## src/rtl/mul8_seq_pkg.sv

```systemverilog
// Shared types and constants for the sequential 8x8 multiplier.
package mul8_seq_pkg;

    typedef enum logic [1:0] {
        IDLE = 2'b00,
        RUN  = 2'b01,
        DONE = 2'b10
    } state_t;

    localparam int MUL_ITER = 8;
    localparam int PW       = 16;

    localparam logic [2:0] CNT_LAST = 3'(MUL_ITER - 1);

endpackage

```

## src/rtl/adder8b.sv

```systemverilog
// 8-bit gate-level ripple-carry adder.
module adder8b (
    input  logic [7:0] a,
    input  logic [7:0] b,
    input  logic       cin,
    output logic [7:0] sum,
    output logic       cout
);

    logic [8:0] c;

    assign c[0] = cin;

    for (genvar i = 0; i < 8; i++) begin : g_fa
        assign sum[i]   = a[i] ^ b[i] ^ c[i];
        assign c[i + 1] = (a[i] & b[i]) | (c[i] & (a[i] ^ b[i]));
    end

    assign cout = c[8];

endmodule

```

## src/rtl/and8b.sv

```systemverilog
// 8-bit bitwise AND gate array.
module and8b (
    input  logic [7:0] a,
    input  logic [7:0] b,
    output logic [7:0] y
);

    assign y = a & b;

endmodule

```

## src/rtl/mul8_dp.sv

```systemverilog
// Multiplier datapath: M/ACC/Q registers with one add-and-shift per step.
module mul8_dp
    import mul8_seq_pkg::*;
(
    input  logic          clk,
    input  logic          rst,
    input  logic          load,
    input  logic          step,
    input  logic [7:0]    A,
    input  logic [7:0]    B,
    output logic [PW-1:0] P
);

    logic [7:0] m;
    logic [7:0] acc;
    logic [7:0] q;
    logic [7:0] addend;
    logic [7:0] sum;
    logic       c;

    and8b u_gate (
        .a (m),
        .b ({8{q[0]}}),
        .y (addend)
    );

    adder8b u_add (
        .a    (acc),
        .b    (addend),
        .cin  (1'b0),
        .sum  (sum),
        .cout (c)
    );

    // carry becomes ACC[7] after the right shift
    always_ff @(posedge clk or posedge rst) begin
        if (rst) begin
            m   <= '0;
            acc <= '0;
            q   <= '0;
        end else if (load) begin
            m   <= A;
            acc <= '0;
            q   <= B;
        end else if (step) begin
            {acc, q} <= {c, sum, q[7:1]};
        end
    end

    assign P = {acc, q};

endmodule

```

## src/rtl/mul8_seq.sv

```systemverilog
// Sequential 8x8 unsigned shift-add multiplier with start/busy/done handshake.
module mul8_seq
    import mul8_seq_pkg::*;
(
    input  logic          clk,
    input  logic          rst,
    input  logic          start,
    input  logic [7:0]    A,
    input  logic [7:0]    B,
    output logic [PW-1:0] P,
    output logic          busy,
    output logic          done
);

    state_t     state;
    state_t     nxt;
    logic [2:0] cnt;
    logic       load;
    logic       step;
    logic       last;

    assign last = (cnt == CNT_LAST);

    always_ff @(posedge clk or posedge rst) begin
        if (rst) state <= IDLE;
        else     state <= nxt;
    end

    always_comb begin
        nxt = IDLE;
        case (state)
            IDLE:    nxt = start ? RUN : IDLE;
            RUN:     nxt = last ? DONE : RUN;
            DONE:    nxt = start ? RUN : IDLE;
            default: nxt = IDLE;
        endcase
    end

    always_comb begin
        busy = 1'b0;
        done = 1'b0;
        load = 1'b0;
        step = 1'b0;
        case (state)
            IDLE: load = start;
            RUN: begin
                busy = 1'b1;
                step = 1'b1;
            end
            DONE: begin
                done = 1'b1;
                load = start;
            end
            default: ;
        endcase
    end

    // wraps 7->0 exactly on the RUN-to-DONE edge
    always_ff @(posedge clk or posedge rst) begin
        if (rst)       cnt <= '0;
        else if (load) cnt <= '0;
        else if (step) cnt <= cnt + 3'd1;
    end

    mul8_dp u_dp (
        .clk  (clk),
        .rst  (rst),
        .load (load),
        .step (step),
        .A    (A),
        .B    (B),
        .P    (P)
    );

endmodule

```

## config.mk

```make
export PLATFORM = sky130hd
export DESIGN_NAME = mul8_seq
export DESIGN_NICKNAME = d
export VERILOG_FILES = /design/src/rtl/mul8_seq_pkg.sv /design/src/rtl/adder8b.sv /design/src/rtl/and8b.sv /design/src/rtl/mul8_dp.sv /design/src/rtl/mul8_seq.sv
export SDC_FILE = /design/constraint.sdc
export NUM_CORES = 1
export LEC_CHECK = 0
export CAP_MARGIN = 20
export CORE_MARGIN = 3
export CORE_UTILIZATION = 48
export DETAILED_ROUTE_END_ITERATION = 10
export PLACE_DENSITY_LB_ADDON = 0.15
export SLEW_MARGIN = 20
export SYNTH_ARGS = -nofsm -noshare
export SYNTH_HDL_FRONTEND = slang
export SYNTH_SLANG_ARGS = --single-unit
export TNS_END_PERCENT = 5
```

## constraint.sdc

```tcl
create_clock -name clk -period 4 [get_ports clk]
set_clock_uncertainty 0.1 [all_clocks]
set_input_delay 0.8 -clock clk [delete_from_list [all_inputs] [get_ports clk]]
set_output_delay 0.8 -clock clk [all_outputs]
set_load 0.02 [all_outputs]
```

==> results of run 1 <==
## timing repair
item,4_1_cts,5_1_grt
endpoints found under the setup margin,0,1
gates resized for setup,0,1
setup buffers,0,0
hold endpoints to repair,0,0
## how the worst max path moves through the flow
stage / startpoint / end / slack (ns) / depth (start not counted)
4_1_cts: u_dp.q[0] / u_dp.acc[6] / 0.18 / 14
3_5_place_dp: u_dp.q[0] / u_dp.acc[6] / 0.21 / 14
2_1_floorplan: u_dp.q[0] / u_dp.acc[6] / 0.18 / 15
6_report: u_dp.q[0] / u_dp.acc[6] / 0.28 / 14
5_1_grt: u_dp.q[0] / u_dp.acc[6] / 0.08 / 14
3_3_place_gp: u_dp.q[0] / u_dp.acc[6] / 0.34 / 14
## cell type report
class,count,area [µm²],share of cell area
flip-flops and latches,29,726.9,0.3912
clock buffers,7,65.06,0.03502
clock inverters,1,5.005,0.002694
repair buffers,37,367.9,0.1980
inverters,10,50.05,0.02694
well taps,31,38.79,0.02088
multi-input cells,89,604.3,0.3253
## cell usage after synthesis (3+ instances only)
cell type  count  area [µm²]
ha_1           3       37.54
buf_4          3       22.52
o22ai_1        7       43.79
a22o_1         3       26.28
fa_1           7       140.1
and2_1         4       25.02
nand2_1       31       116.4
nor3_1         7       35.03
dfrtp_1       29       725.7
nor2_1         7       26.28
inv_1          9       33.78
o2bb2ai_1      5       43.79
## metrics by stage
stage               power, mW  hold WS [ns]    util
floorplan               1.095        0.3374       -
global placement        1.340        0.3595  0.6369
detailed placement      1.375        0.3624  0.6369
CTS                     1.578        0.3834  0.6619
global route            1.695        0.3992  0.6624
finish                  1.557        0.3819  0.6624
## cells in the final DEF (no fill, tap or decap), types with 3 or more instances in the layout
cell              n
fa_1              7
o22ai_1           7
o2bb2ai_1         5
dfrtp_1          28
clkbuf_4          5
ha_1              3
nor3_1            7
nor2_1            7
and2_1            4
a22o_1            3
inv_1             8
nand2_1          31
clkdlybuf4s50_1  36
## report_power, final
part / switching [mW] / total, mW / internal, mW
logic: 0.432 / 0.806 / 0.375
registers: 0.113 / 0.550 / 0.438
clock network: 0.0982 / 0.200 / 0.102
total: 0.642 / 1.56 / 0.914
## routing by layer
metal / up-vias / global-route usage
li1: 520 / -
met1: 539 / 0.2167
met2: 39 / 0.3008
met3: 9 / 0.05106
met4: 0 / 0.08978
met5: - / 0
## flip-flops by register name, indices dropped and copies added (netlist names)
signal,cells
cnt,3
state,2
u_dp.acc,8
u_dp.m,8
u_dp.q,8
## kinds of logic (layout without fill, tap and decap cells)
logic type | count (synthesis) | after routing
compound gates | 21 | 21
fa+ha+maj | 10 | 10
buf+inv | 18 | 55
flops | 29 | 29
mux | 1 | 1
simple gates | 57 | 57
## worst min-delay path, stage by stage, from the launching register on
cell,delay [ns]
dfrtp_1,0.35
nand2_1,0.05
nand2_1,0.06
==> metrics.md, run 1 <==
| Metric | Value |
|---|---|
| Area of the core | ~0.0028 mm² |
| Port bufs | 36 |
| Hold Path Sink | u_dp.m[6] |
| N_diodes | 0 |
| CTS root buf | clkbuf_4 |
| Worst path slowest cell | fa_1 |
| Slew HR | 0.4404 |
| Sequential fraction of the synthesis area | 0.5043 |
| Router iterations before antenna repair | 4 |
| Wl on met1 | about 1200 µm |
| Clock sink count | 29 |
| Bufs on Longest Clock Path | 2 |
| Io pins | 37 |
| Worst path buffer plus inverter count | 3 |
| Worst slack, placed | ~0.21 ns |
| Hold depth | 2 |
| Met3 WL | ~190 µm |
| Crit end category | flop |
| PwrDens | 837.8 mW/mm² |
| Worst EP required | 4.11 ns |
| Worst vdd ir | roughly 0.37 mV |
| Main combinational cell family by area after synthesis | simple AND/OR/NAND/NOR gates |
| CTS tree | yes |
| Hold_buf cts | 0 |
| CTS H-Tree Depth | 2 |
| Die width | between 60 and 70 µm |
| Synth Area in Adders | 0.1235 |
| Hold crit path type | flop to flop |
| Fill count | between 200 and 300 |
| Status | completed |
| Post-synth EDFFs | 0 |
| Endpoints failing setup | 0 |
| Initial antenna violation count | 0 |
| GRT Total Usage | 0.1814 |
| Type of origin of the critical path | flop |
| Fmax | roughly 270 MHz |
| # DRC | 0 |
| First-pass GRT wire length | 4781 µm |
| Number of global-route vias before repair | between 1,000 and 1,500 |
| Share of cells above drive strength 1 | 0.08092 |
| Crit path DAT | approximately 3.8 ns |
| Final hold viol count | 0 |
| DR top layer | met4 |
| Die height | roughly 61 µm |
| Die area | between 0.003 and 0.004 mm² |
| Initial Util | 0.5129 |
| Routed Antenna Nets | 0 |
| Slew Limit Fails | 0 |
| Crit Path Category | flop to flop |
| Kind of cell adding the most delay to the critical path | adder cells |
| Clock latency on the worst-skew pair | between 0.3 and 0.4 ns |
| Setup TNS | 0 ns |
| Netlist Area Pre-Place | approximately 0.0014 mm² |
| Unrepaired setup endpoints after global routing | no |
| Post-synthesis mux area share | 0.007826 |
| Final Cycle Share | 0.9292 |
| Net count after synthesis | around 170 |
| Layout Cells excl Fill | slightly above 200 |
| Final WL | around 3000 µm |
| Max cap viols | 0 |
| Reg2Reg Capture Point | u_dp.acc[6] |
| Row cnt | 19 |
| Main flop type after synthesis | dfrtp_1 |
| Compound-cell area share of the yosys netlist | 0.1070 |
| Synth cell types | 29 |
| Largest net degree at the start of global routing | 30 |
| Gp weighted congestion | between 0.7 and 0.8 |
| Worst stage delay on the critical path | 0.47 ns |
| Clk slew on worst S/H paths | about 0.1 ns |
| Reg2Reg Setup Slack | 0.28 ns |
| Overflow after GRT | 0 |
| Wire per inst | about 15 µm |
| TritonCTS buffer count | 5 |
| Synth Area in XOR/XNOR | 0 |
| Min-delay src | u_dp.m[6] |
| Placed cell areas | ~0.0018 mm² |
| Pleak | roughly 0.83 nW |
| Synth-to-layout area growth | 29.13% |
| Post-detail-place hpwl | approximately 2100 µm |
| Final Cell Area | around 0.0019 mm² |
| Post-Synth Simple-Gate Area | 0.1817 |
| Reg2Reg Depth | 14 |
| Worst setup margin | around 0.28 ns |
| Avg Inst Size Synth | 10.58 µm² |
| Nets | ~200 |
| Largest fanout on the critical path | 10 |
| CP cell instances | and2_1 -> ha_1 -> fa_1 -> inv_1 -> fa_1 -> fa_1 -> fa_1 -> fa_1 -> inv_1 -> fa_1 -> inv_1 -> fa_1 -> o21ai_0 -> a21o_1 |
| Ys Warns | 0 |
| Fin crit period | 3.717 ns |
| Routed via count | 1,107 |
| Reg2reg start | u_dp.q[0] |
| Vias/cell | around 5.4 |
| Measured slew at the worst slew-check pin | between 0.8 and 0.9 ns |
| FF+latch count, synth | 29 |
| DRT iter0 DRCs | 33 |
| Placed insts | just under 200 |
| Post-synthesis cell count | ~140 |
| Met2 routed WL | between 1500 and 2000 µm |
| Most used cell, CP | fa_1 |
| Synth async-reset ratio | 1.000 |
Power figures use the tool's default switching activity.
==> inputs of run 2 (changes only) <==
Settings changed: CORE_MARGIN 3 to 2, RECOVER_POWER set to 25.
==> metrics.md, run 2 (same netlist as run 1, synthesis figures left out) <==
| Metric | Value |
|---|---|
| GRT Total Usage | 0.2091 |
| Status | complete, but fails checks |
| Overflow after GRT | 0 |
| Routed Antenna Nets | 0 |
| Placed insts | 197 |
| Endpoints failing setup | 0 |
| Measured slew at the worst slew-check pin | around 1.1 ns |
| Final hold viol count | 0 |
| Die width | slightly below 60 µm |
| Min-delay src | cnt[0] |
| N_diodes | 0 |
| Setup TNS | 0 ns |
| Final WL | approximately 3100 µm |
| Largest net degree at the start of global routing | 30 |
| Most used cell, CP | fa_1 |
| Top Registers | u_dp.acc: 8 flops, u_dp.m: 8 flops, u_dp.q: 8 flops |
| Failing checks | DRC |
| Unrepaired setup endpoints after global routing | no |
| Final Cycle Share | 0.9320 |
| Synth-to-layout area growth | 27.83% |
| Nets | 202 |
| Number of global-route vias before repair | about 1,100 |
| Worst EP required | 4.12 ns |
| Hold Path Sink | cnt[0] |
| Post-detail-place hpwl | ~2100 µm |
| CTS root buf | clkbuf_4 |
| Hold depth | 1 |
| Largest fanout on the critical path | 10 |
| Kind of cell adding the most delay to the critical path | adder cells |
| Port bufs | 36 |
| Fin crit period | about 3.7 ns |
| Hold crit path type | flop to flop |
| Clock sink count | 29 |
| Reg2reg start | u_dp.q[0] |
| Die height | 58.75 µm |
| CTS H-Tree Depth | 2 |
| Initial Util | 0.5129 |
| Crit Path Category | flop to flop |
| First-pass GRT wire length | between 5000 and 6000 µm |
| Clk slew on worst S/H paths | around 0.080 ns |
| Crit path DAT | around 3.8 ns |
| Worst stage delay on the critical path | roughly 0.46 ns |
| Initial antenna violation count | 0 |
| Share of cells above drive strength 1 | 0.06936 |
| PwrDens | approximately 830 mW/mm² |
| DRT iter0 DRCs | 38 |
| Post-CTS Setup Inserts | 0 |
| Wire per inst | 15.01 µm |
| Crit path from | u_dp.q[0] |
| Final core utilization | 0.6557 |
| # DRC | 4 |
| Routed via count | about 1,100 |
| Worst path slowest cell | dfrtp_2 |
| Reg2Reg Setup Slack | roughly 0.27 ns |
| Fill count | approximately 260 |
| TritonCTS buffer count | 5 |
| Type of origin of the critical path | flop |
| Reg2Reg Depth | 14 |
| Row cnt | 19 |
| Slew Limit Fails | 0 |
| Crit path depth | 14 |
| Io pins | 37 |
| Crit end category | flop |
| Area of the core | roughly 0.0028 mm² |
| Most common cell after layout, fill and taps aside | clkdlybuf4s50_1 |
| Bufs on Longest Clock Path | 2 |
| Die area | 0.003452 mm² |
| Gp weighted congestion | approximately 0.81 |
| Max cap viols | 0 |
| Pleak | about 0.82 nW |
| Layout Cells excl Fill | about 200 |
| Clock latency on the worst-skew pair | around 0.32 ns |
| Worst path buffer plus inverter count | 3 |
| Most frequent cells in the layout | clkdlybuf4s50_1, nand2_1, dfrtp_1 |
| CTS tree | yes |
| Vias/cell | 5.412 |
| CP cell instances | and2_1 -> ha_1 -> fa_1 -> inv_1 -> fa_1 -> fa_1 -> fa_1 -> fa_1 -> inv_1 -> fa_1 -> inv_1 -> fa_1 -> o21ai_0 -> a21o_1 |
| Worst vdd ir | roughly 0.38 mV |
| Slew HR | 0.2856 |
| Router iterations before antenna repair | 7 |
| Fmax | 268.3 MHz |
| Reg2Reg Capture Point | u_dp.acc[6] |
run 2: what timing repair did:
action	in CTS	in global routing
hold buffers	0	0
gates resized for setup	0	1
setup endpoints to repair	0	1
run 2: metal layers:
metal  routed length [µm]  up-vias  global-route usage
met1                 1285      549              0.2504
met5                    0        -                   0
met4                   87        0              0.1104
met3                  182        6             0.06154
met2                 1508       31              0.3397
li1                     -      518                   -
run 2: worst max path at each step:
stage | end | slack, ns
final | u_dp.acc[6] | 0.27
after global routing | u_dp.acc[6] | 0.07
after CTS | u_dp.acc[6] | 0.18
after detailed placement | u_dp.acc[6] | 0.25
after global placement | u_dp.acc[6] | 0.34
after floorplan | u_dp.acc[6] | 0.18
run 2: area by class of cell:
type / instances / area [µm²] / area share
Timing Repair Buffer: 38 / 375.4 / 0.2041
Multi-Input combinational cell: 89 / 604.3 / 0.3286
Inverter: 10 / 38.79 / 0.02109
Tap cell: 31 / 38.79 / 0.02109
Clock buffer: 7 / 55.05 / 0.02993
Sequential cell: 29 / 726.9 / 0.3952
run 2: power breakdown:
group          internal, mW  leakage (nW)  switching, mW
clock                0.0829        0.0314         0.0974
sequential            0.438         0.353          0.116
combinational         0.375         0.439          0.427
run 2: worst reg2reg max path, delay by kind of cell (launching register included):
kind | cells | cell delay (ns)
compound gates | 2 | 0.25
buf+inv | 3 | 0.18
simple gates | 1 | 0.17
flops | 1 | 0.46
fa+ha+maj | 8 | 2.48
run 2: stage by stage:
| step | instance area [µm²] | hold WS, ns | power (mW) | setup slack [ns] |
|---|---|---|---|---|
| 2_1_floorplan | 1439 | 0.3374 | 1.095 | 0.1756 |
| 3_3_place_gp | 1794 | 0.3596 | 1.346 | 0.3440 |
| 3_5_place_dp | 1794 | 0.3610 | 1.379 | 0.2506 |
| 4_1_cts | 1849 | 0.3795 | 1.561 | 0.1808 |
| 5_1_grt | 1839 | 0.4147 | 1.671 | 0.07350 |
| 6_report | 1839 | 0.3871 | 1.535 | 0.2722 |
==> inputs of run 3 (changes only) <==
Clock period 4 ns to 4.1 ns, I/O delays scaled along.
==> metrics.md, run 3 (same netlist as run 1, synthesis figures left out) <==
| Metric | Value |
|---|---|
| Status | complete, but fails checks |
| Failing checks | DRC |
| Unrepaired setup endpoints after global routing | no |
| Setup TNS | 0 ns |
| Type of origin of the critical path | flop |
| Port bufs | 36 |
| TritonCTS buffer count | 5 |
| Clock sink count | 29 |
| PwrDens | around 800 mW/mm² |
| Final WL | between 2000 and 3000 µm |
| Fmax | 263.9 MHz |
| Die height | 58.75 µm |
| N_diodes | 0 |
| Number of global-route vias before repair | between 1,000 and 1,500 |
| GRT Total Usage | 0.1995 |
| Slew HR | 0.2783 |
| Max cap viols | 0 |
| Placed insts | 196 |
| Hold depth | 2 |
| Worst vdd ir | a little over 0.4 mV |
| Most common cell after layout, fill and taps aside | clkdlybuf4s50_1 |
| Synth-to-layout area growth | 29.04% |
| Initial antenna violation count | 0 |
| Worst path slowest cell | dfrtp_1 |
| Most used cell, CP | fa_1 |
| Routed via count | roughly 1,100 |
| Router iterations before antenna repair | 7 |
| Wire per inst | about 14 µm |
| CP cell instances | and2_1 -> ha_1 -> fa_1 -> inv_1 -> fa_1 -> fa_1 -> fa_1 -> fa_1 -> inv_1 -> fa_1 -> inv_1 -> fa_1 -> o21ai_0 -> a21o_1 |
| Post-detail-place hpwl | just over 2000 µm |
| Slew Limit Fails | 0 |
| Worst EP required | 4.23 ns |
| DRT iter0 DRCs | 39 |
| Post-cts repair resize count | 0 |
| Crit end category | flop |
| Post-CTS Setup Inserts | 0 |
| Clk slew on worst S/H paths | approximately 0.090 ns |
| Crit path DAT | roughly 3.9 ns |
| Layout Cells excl Fill | 204 |
| Nets | approximately 200 |
| Most frequent cells in the layout | clkdlybuf4s50_1, nand2_1, dfrtp_1 |
| Reg2Reg Depth | 14 |
| Reg2Reg Setup Slack | between 0.3 and 0.4 ns |
| Kind of cell adding the most delay to the critical path | adder cells |
| Worst path buffer plus inverter count | 3 |
| Area of the core | roughly 0.0028 mm² |
| Reg2Reg Capture Point | u_dp.acc[6] |
| Bufs on Longest Clock Path | 2 |
| First-pass GRT wire length | around 4900 µm |
| Largest net degree at the start of global routing | 30 |
| Row cnt | 19 |
| Largest fanout on the critical path | 10 |
| Initial Util | 0.5129 |
| CTS tree | yes |
| CTS root buf | clkbuf_4 |
| Pleak | 0.8348 nW |
| Crit Path Category | flop to flop |
| Endpoints failing setup | 0 |
| Share of cells above drive strength 1 | 0.06936 |
| Overflow after GRT | 0 |
| CTS H-Tree Depth | 2 |
| Gp weighted congestion | roughly 0.81 |
| Vias/cell | between 5 and 6 |
| Clock latency on the worst-skew pair | roughly 0.33 ns |
| Final Cell Area | roughly 0.0019 mm² |
| Die area | between 0.003 and 0.004 mm² |
| Min Hold Slack | between 0.3 and 0.4 ns |
| Hold_buf cts | 0 |
| Worst stage delay on the critical path | ~0.52 ns |
| Final Cycle Share | 0.9241 |
| Hold Path Sink | u_dp.m[6] |
| Hold crit path type | flop to flop |
| Min-delay src | u_dp.m[6] |
| Io pins | 37 |
| Top Registers | u_dp.acc: 8 flops, u_dp.m: 8 flops, u_dp.q: 8 flops |
| Fin crit period | 3.789 ns |
| Placed cell areas | between 0.0015 and 0.002 mm² |
| Die width | 58.75 µm |
| Final hold viol count | 0 |
| # DRC | 4 |
| Routed Antenna Nets | 0 |
| Measured slew at the worst slew-check pin | 1.081 ns |
| Reg2reg start | u_dp.q[0] |
==> run 3: cell count changes in the layout (fill, tap and decap cells not counted), sizes merged <==
cell      delta
clkinv       +2
clkinvlp     -1
buf          -1
==> run 3: final cells by class <==
class                           count  area [µm²]
Fill cell                         240       948.4
Sequential cell                    29       725.7
Multi-Input combinational cell     89       604.3
Timing Repair Buffer               37       367.9
Clock buffer                        7       65.06
Inverter                           10       50.05
Tap cell                           31       38.79
Clock inverter                      1       5.005
==> run 3: worst max path at each step <==
stage                             end      start  cells after the start
after floorplan           u_dp.acc[6]  u_dp.q[0]                     15
after global placement    u_dp.acc[6]  u_dp.q[0]                     14
after detailed placement  u_dp.acc[6]  u_dp.q[0]                     14
after CTS                 u_dp.acc[6]  u_dp.q[0]                     14
after global routing      u_dp.acc[6]  u_dp.q[0]                     14
final                     u_dp.acc[6]  u_dp.q[0]                     14
==> run 3: stage by stage <==
step / util / total power, mW / setup slack, ns
6_report: 0.6619 / 1.521 / 0.3113
3_3_place_gp: 0.6369 / 1.303 / 0.4462
3_5_place_dp: 0.6369 / 1.336 / 0.3089
2_1_floorplan: - / 1.069 / 0.2756
4_1_cts: 0.6619 / 1.540 / 0.2884
5_1_grt: 0.6619 / 1.660 / 0.1483
==> run 3: metal layers <==
metal / track usage / vias up / wire [µm]
li1: - / 518 / -
met1: 0.2380 / 528 / 1290
met2: 0.3095 / 29 / 1384
met3: 0.09011 / 7 / 190
met4: 0.09091 / 0 / 70
met5: 0 / - / 0
==> run 3: worst min-delay path, delay by kind of cell (launching register included) <==
kind | cells | cell delay (ns)
flops | 1 | 0.35
simple gates | 2 | 0.10
==> run 3: where the power goes <==
part / internal, mW / switching [mW]
logic: 0.365 / 0.417
registers: 0.426 / 0.113
clock network: 0.0992 / 0.101
total: 0.890 / 0.631
